**src/rtl/freq_meas_seq_if.sv**
```systemverilog
// Host-side request/result bundle of the frequency measurement sequencer.
// The host drives requests and control; the sequencer returns status and results.
interface freq_meas_seq_if;
  logic        req_i;
  logic        cont_i;
  logic        abort_i;
  logic        busy;
  logic        res_valid;
  logic [11:0] result;
  logic        err;

  modport master (
    output req_i, cont_i, abort_i,
    input  busy, res_valid, result, err
  );

  modport slave (
    input  req_i, cont_i, abort_i,
    output busy, res_valid, result, err
  );
endinterface

```
**src/rtl/freq_meas_seq.sv**
```systemverilog
// Measurement sequencer: clears, runs and samples a frequency-to-digital converter.
// Optional averaging of 2**AVG_LOG2 conversions is enabled by defining FTD_AVG_EN.
module freq_meas_seq #(
  parameter int CLR_CYCLES  = 4,
  parameter int TIMEOUT     = 65535,
  parameter int SYNC_STAGES = 2,
  parameter int SETTLE      = 2,
  parameter int AVG_LOG2    = 2
) (
  input  logic           clk,
  input  logic           rst,
  freq_meas_seq_if.slave host,
  output logic           meas_start,
  input  logic           meas_done,
  input  logic [11:0]    meas_data
);

  if (CLR_CYCLES < 1 || SYNC_STAGES < 2 || SETTLE < 1 || TIMEOUT < 1 || AVG_LOG2 < 0) begin : g_bad_params
    $error("freq_meas_seq: illegal parameter value");
  end

  localparam logic [15:0] CLR_LAST    = 16'(CLR_CYCLES - 1);
  localparam logic [15:0] TO_LAST     = 16'(TIMEOUT - 1);
  localparam logic [15:0] SETTLE_LAST = 16'(SETTLE - 1);

  typedef enum logic [2:0] {
    ST_IDLE,
    ST_CLEAR,
    ST_RUN,
    ST_SETTLE,
    ST_CAPTURE
  } state_t;

  state_t                   state;
  logic [15:0]              cnt;
  logic [SYNC_STAGES-1:0]   sync;
  logic                     done_s;

`ifdef FTD_AVG_EN
  localparam int ACC_W = 12 + AVG_LOG2;
  localparam logic [AVG_LOG2:0] LAST_SAMPLE = (AVG_LOG2 + 1)'((1 << AVG_LOG2) - 1);

  logic [ACC_W-1:0]  acc;
  logic [ACC_W-1:0]  acc_sum;
  logic [AVG_LOG2:0] nsamp;

  assign acc_sum = acc + ACC_W'(meas_data);
`endif

  // meas_done is asynchronous; the chain is held clear while the converter is held in clear
  always_ff @(posedge clk or posedge rst) begin
    if (rst) begin
      sync <= '0;
    end else if (!meas_start) begin
      sync <= '0;
    end else begin
      sync <= {sync[SYNC_STAGES-2:0], meas_done};
    end
  end

  assign done_s = sync[SYNC_STAGES-1];

  always_ff @(posedge clk or posedge rst) begin
    if (rst) begin
      state          <= ST_IDLE;
      cnt            <= '0;
      meas_start     <= 1'b0;
      host.busy      <= 1'b0;
      host.res_valid <= 1'b0;
      host.result    <= '0;
      host.err       <= 1'b0;
`ifdef FTD_AVG_EN
      acc            <= '0;
      nsamp          <= '0;
`endif
    end else begin
      host.res_valid <= 1'b0;
      if (host.abort_i) begin
        state      <= ST_IDLE;
        cnt        <= '0;
        meas_start <= 1'b0;
        host.busy  <= 1'b0;
`ifdef FTD_AVG_EN
        acc        <= '0;
        nsamp      <= '0;
`endif
      end else begin
        case (state)
          ST_IDLE: begin
            if (host.req_i) begin
              state     <= ST_CLEAR;
              cnt       <= '0;
              host.busy <= 1'b1;
              host.err  <= 1'b0;
`ifdef FTD_AVG_EN
              acc       <= '0;
              nsamp     <= '0;
`endif
            end
          end
          ST_CLEAR: begin
            if (cnt == CLR_LAST) begin
              state      <= ST_RUN;
              cnt        <= '0;
              meas_start <= 1'b1;
            end else begin
              cnt <= cnt + 16'd1;
            end
          end
          // A done seen on the last allowed cycle still counts as a valid conversion
          ST_RUN: begin
            if (done_s) begin
              state <= ST_SETTLE;
              cnt   <= '0;
            end else if (cnt == TO_LAST) begin
              state      <= ST_IDLE;
              cnt        <= '0;
              meas_start <= 1'b0;
              host.busy  <= 1'b0;
              host.err   <= 1'b1;
`ifdef FTD_AVG_EN
              acc        <= '0;
              nsamp      <= '0;
`endif
            end else begin
              cnt <= cnt + 16'd1;
            end
          end
          ST_SETTLE: begin
            if (cnt == SETTLE_LAST) begin
              state <= ST_CAPTURE;
              cnt   <= '0;
            end else begin
              cnt <= cnt + 16'd1;
            end
          end
          // meas_start stays high through CAPTURE so meas_data is still frozen when sampled
          ST_CAPTURE: begin
            cnt        <= '0;
            meas_start <= 1'b0;
`ifdef FTD_AVG_EN
            if (nsamp == LAST_SAMPLE) begin
              host.result    <= acc_sum[ACC_W-1:AVG_LOG2];
              host.res_valid <= 1'b1;
              acc            <= '0;
              nsamp          <= '0;
              state          <= host.cont_i ? ST_CLEAR : ST_IDLE;
              host.busy      <= host.cont_i;
            end else begin
              acc   <= acc_sum;
              nsamp <= nsamp + 1'b1;
              state <= ST_CLEAR;
            end
`else
            host.result    <= meas_data;
            host.res_valid <= 1'b1;
            state          <= host.cont_i ? ST_CLEAR : ST_IDLE;
            host.busy      <= host.cont_i;
`endif
          end
          default: begin
            state      <= ST_IDLE;
            cnt        <= '0;
            meas_start <= 1'b0;
            host.busy  <= 1'b0;
          end
        endcase
      end
    end
  end

endmodule

```
**src/flat_wrapper.sv**
```systemverilog
// flat-port wrapper written by rule: the top's interface ports become plain ports
module freq_meas_seq_flat 
#(
  parameter int CLR_CYCLES  = 4,
  parameter int TIMEOUT     = 65535,
  parameter int SYNC_STAGES = 2,
  parameter int SETTLE      = 2,
  parameter int AVG_LOG2    = 2
)
  (clk, rst, meas_start, meas_done, meas_data, host_req_i, host_cont_i, host_abort_i, host_busy, host_res_valid, host_result, host_err);
  freq_meas_seq_if host_i ();
  input  logic clk;
  input  logic rst;
  output logic meas_start;
  input  logic meas_done;
  input  logic [11:0] meas_data;
  input wire logic [$bits(host_i.req_i)-1:0] host_req_i;
  input wire logic [$bits(host_i.cont_i)-1:0] host_cont_i;
  input wire logic [$bits(host_i.abort_i)-1:0] host_abort_i;
  output wire logic [$bits(host_i.busy)-1:0] host_busy;
  output wire logic [$bits(host_i.res_valid)-1:0] host_res_valid;
  output wire logic [$bits(host_i.result)-1:0] host_result;
  output wire logic [$bits(host_i.err)-1:0] host_err;
  assign host_i.req_i = host_req_i;
  assign host_i.cont_i = host_cont_i;
  assign host_i.abort_i = host_abort_i;
  assign host_busy = host_i.busy;
  assign host_res_valid = host_i.res_valid;
  assign host_result = host_i.result;
  assign host_err = host_i.err;
  freq_meas_seq #(.CLR_CYCLES(CLR_CYCLES), .TIMEOUT(TIMEOUT), .SYNC_STAGES(SYNC_STAGES), .SETTLE(SETTLE), .AVG_LOG2(AVG_LOG2)) u_core (.clk(clk), .rst(rst), .host(host_i), .meas_start(meas_start), .meas_done(meas_done), .meas_data(meas_data));
endmodule
```
**config.mk**
```make
export PLATFORM = sky130hd
export DESIGN_NAME = freq_meas_seq_flat
export DESIGN_NICKNAME = d
export VERILOG_FILES = /design/src/rtl/freq_meas_seq_if.sv /design/src/rtl/freq_meas_seq.sv /design/src/flat_wrapper.sv
export SDC_FILE = /design/constraint.sdc
export NUM_CORES = 1
export LEC_CHECK = 0
export ABC_AREA = 1
export BUFFER_PORTS_ARGS = -buffer_cell sky130_fd_sc_hd__buf_2
export CAP_MARGIN = 5
export CORE_MARGIN = 8
export CORE_UTILIZATION = 60
export DETAILED_ROUTE_END_ITERATION = 12
export PLACE_DENSITY = 0.89
export SLEW_MARGIN = 20
export SYNTH_ARGS = -nofsm -noshare
export SYNTH_HDL_FRONTEND = slang
export SYNTH_SLANG_ARGS = --single-unit
```
**constraint.sdc**
```tcl
create_clock -name clk -period 3.75 [get_ports clk]
set_input_delay 0 -clock clk [delete_from_list [all_inputs] [get_ports clk]]
set_output_delay 0 -clock clk [all_outputs]
set_load 0.005 [all_outputs]
```
==> flow_summary_export.csv <==
group,metric,value,unit
outcome,status,"finished, final reports clean",
timing,rsz0062_at_grt,"no",
timing,timing.final.ws_setup,1.94,ns
setup_path,r2r-start,"u_core.cnt[0]",
setup_path,start_kind,"register",
clock_tree,cts.repair.resized,0,
timing,slew_viol_final,0,
drt,avgViaCountPerCell,5.23,
layout,fillerInstances,251,
grt,grt_pass1_vias,1922,
timing,slew-limit-headroom,0.674,
drt,finalWirelength,5000,um
power_and_ir_drop,power_leakage,1.31,nW
synth,synth_area,0.00212,mm^2
clock_tree,cts_made_buffers,5,
floorplan,die_h,75.4,um
drt,vias,2008,
layout,final_common_cell,"nand2_1",
setup_path,r2r_end,"u_core.cnt[0]",
place,dp_slack,1.99,ns
drt,avgRoutedWirePerCell,13.0,um
drt,first_pass_iters,5,
place,hpwl,3410,um
setup_path,crit_path_max_fanout,12,
clock_tree,htreeDepth,2,
synth,async_flop_share,1.00,
clock_tree,clkTransAtPathRegs,0.12,ns
clock_tree,clock_path_buffers,2,
layout,layout_common_cells,"105 x nand2_1, 37 x dfrtp_1, 33 x buf_2",
timing,layout_min_cycle_time,1.81,ns
drt,drc,0,
flow_run,cap_violations,0,
timing,tightest_slew,0.487,ns
layout,area_growth,19.5,%
place,dp_cells,362,
floorplan,rows,21,
clock_tree,clock_latency,0.35,ns
timing,skew,0.0104,ns
hold_path,hp-class,"input port to register",
timing,post-route-period-util,0.483,
place,port_buffers,33,
hold_path,holdPathEnd,"u_core.host.res_valid",
floorplan,dieArea,0.00568,mm^2
synth,synth_area_leaders,"dfrtp_1 44%, nand2_1 19%, nor2_1 5.1%, inv_1 5.0%, a21oi_1 3.8%",
hold_path,hold_start,"host_abort_i",
synth,synth_ff_type,"dfrtp_1",
drt,drt_iter0_markers,143,
synth,synth_fp_nets,308,
timing,hold_viol,0,
setup_path,ff2ff_setup_slack,1.94,ns
synth,synth_edf_count,0,
grt,grt_usage,0.193,
setup_path,cp.arrival,2.06,ns
floorplan,core,0.00336,mm^2
clock_tree,cts.sinks,37,
layout,nets,358,
clock_tree,cts_hold_buf,14,
hold_path,holdPathStages,2,
floorplan,die_x,75.4,um
place,gp_congestion,0.910,
timing,fin_tns_setup,0,ns
layout,stdcell_count,384,
power_and_ir_drop,power-per-cell-area,511,mW/mm^2
synth,syn-instance-count,287,
layout,final_layout_size_suffix_gt1_frac,0.193,
synth,syn_avg_cell_area,7.37,um^2
power_and_ir_drop,ir_worst_vdd,0.333,mV
floorplan,start_util,0.629,
setup_path,endpoint_kind,"register",
timing,fmax,552,MHz
clock_tree,cts_setup_buffers,0,
timing,setup_viol,0,
synth,yosys_warnings,0,
synth,netlist-cell-type-count,32,
synth,seq_area_frac_synth,0.438,
setup_path,reg2reg_depth,8,
synth,synth_top_area_cell,"dfrtp_1",
grt,grt_pass1_wl,8400,um
synth,ys_ff_latch,37,
synth,netlist.area_leader.share,0.438,
drt,drtAntennaViolNets,0,
grt,grt_max_degree,38,
setup_path,required,4.00,ns
clock_tree,tritoncts,"built",
setup_path,path_class,"register to register",
floorplan,pin_count,34,
grt,antenna_found_initial,0,
clock_tree,cts-root-buf,"clkbuf_4",
grt,gr-total-overflow,0,
## state kept, by name (all words and copies together) (netlist names)
signal / flops
u_core.meas_start: 1
u_core.host.result: 12
u_core.state: 3
u_core.cnt: 16
u_core.host.busy: 1
u_core.sync: 2
u_core.host.err: 1
u_core.host.res_valid: 1
## worst max-delay path by stage
stage	from	endpoint	slack, ns
after floorplan	u_core.cnt[0]	u_core.cnt[7]	2.32
after global placement	u_core.cnt[0]	u_core.cnt[0]	2.02
after detailed placement	u_core.cnt[0]	u_core.cnt[3]	1.99
after CTS	u_core.cnt[0]	u_core.cnt[3]	1.97
after global routing	u_core.cnt[0]	u_core.cnt[3]	1.73
final	u_core.cnt[0]	u_core.cnt[0]	1.94
## power by group
| part | internal, W | switching (W) |
|---|---|---|
| Combinational | 0.000178 | 0.000296 |
| Sequential | 0.000483 | 0.0000626 |
| Clock | 0.000136 | 0.000137 |
| Total | 0.000797 | 0.000496 |
## cell usage after synthesis (2+ instances only)
master,n
nand2_2,5
inv_2,4
nand4_1,5
ha_1,3
nand3_1,11
nor2_4,3
nand3_2,3
dfrtp_1,37
o21ai_2,2
a41oi_1,2
o21ai_0,10
a31oi_1,3
nor2_1,29
nand2_1,105
nor3_1,3
a21oi_1,16
buf_2,2
xor2_1,2
inv_1,28
nor2_2,2
## metrics by stage
stage / instance area (um^2) / util / hold WS, ns / total power (W)
6_report: 2530 / 0.752 / 0.000974 / 0.00129
5_1_grt: 2530 / 0.751 / 0.0200 / 0.00139
3_5_place_dp: 2310 / 0.688 / 0.136 / 0.00101
2_1_floorplan: 2120 / - / 0.104 / 0.000874
4_1_cts: 2530 / 0.751 / 0.00283 / 0.00129
3_3_place_gp: 2310 / 0.688 / 0.127 / 0.000995
## critical path, stage by stage (launching register included)
cell	delay [ns]
dfrtp_1	0.48
ha_1	0.26
nand2_1	0.07
nor2_1	0.13
nand2_2	0.09
nand2_1	0.08
nand3_2	0.26
nand2_1	0.23
o21ai_0	0.09
## layout make-up
type                       instances  area (um^2)  area share
sequential                        37          926       0.366
clock buffer                       5         37.5      0.0148
antenna                            1         2.50    0.000990
tap                               46         57.6      0.0228
clock inverter                     2         35.0      0.0139
timing repair buffer              48          313       0.124
inverter                          32          120      0.0475
multi-input combinational        213         1040       0.410
## kinds of logic (layout without fill, tap and decap cells)
logic type      after synthesis  count (layout)  synth area share
compound gates               36              36            0.0988
xor+xnor                      3               3            0.0124
fa+ha+maj                     3               3            0.0177
buf+inv                      37              87            0.0721
flops                        37              37             0.438
other cells                   0               1                 0
simple gates                171             171             0.361
## routing by layer
layer / vias to the layer above / global-route usage / wire length, um
met3: 17 / 0.0513 / 324
li1: 1012 / - / -
met5: - / 0 / 0
met4: 0 / 0.113 / 143
met2: 68 / 0.329 / 2490
met1: 911 / 0.210 / 2040
(Power assumes the default switching activity.)
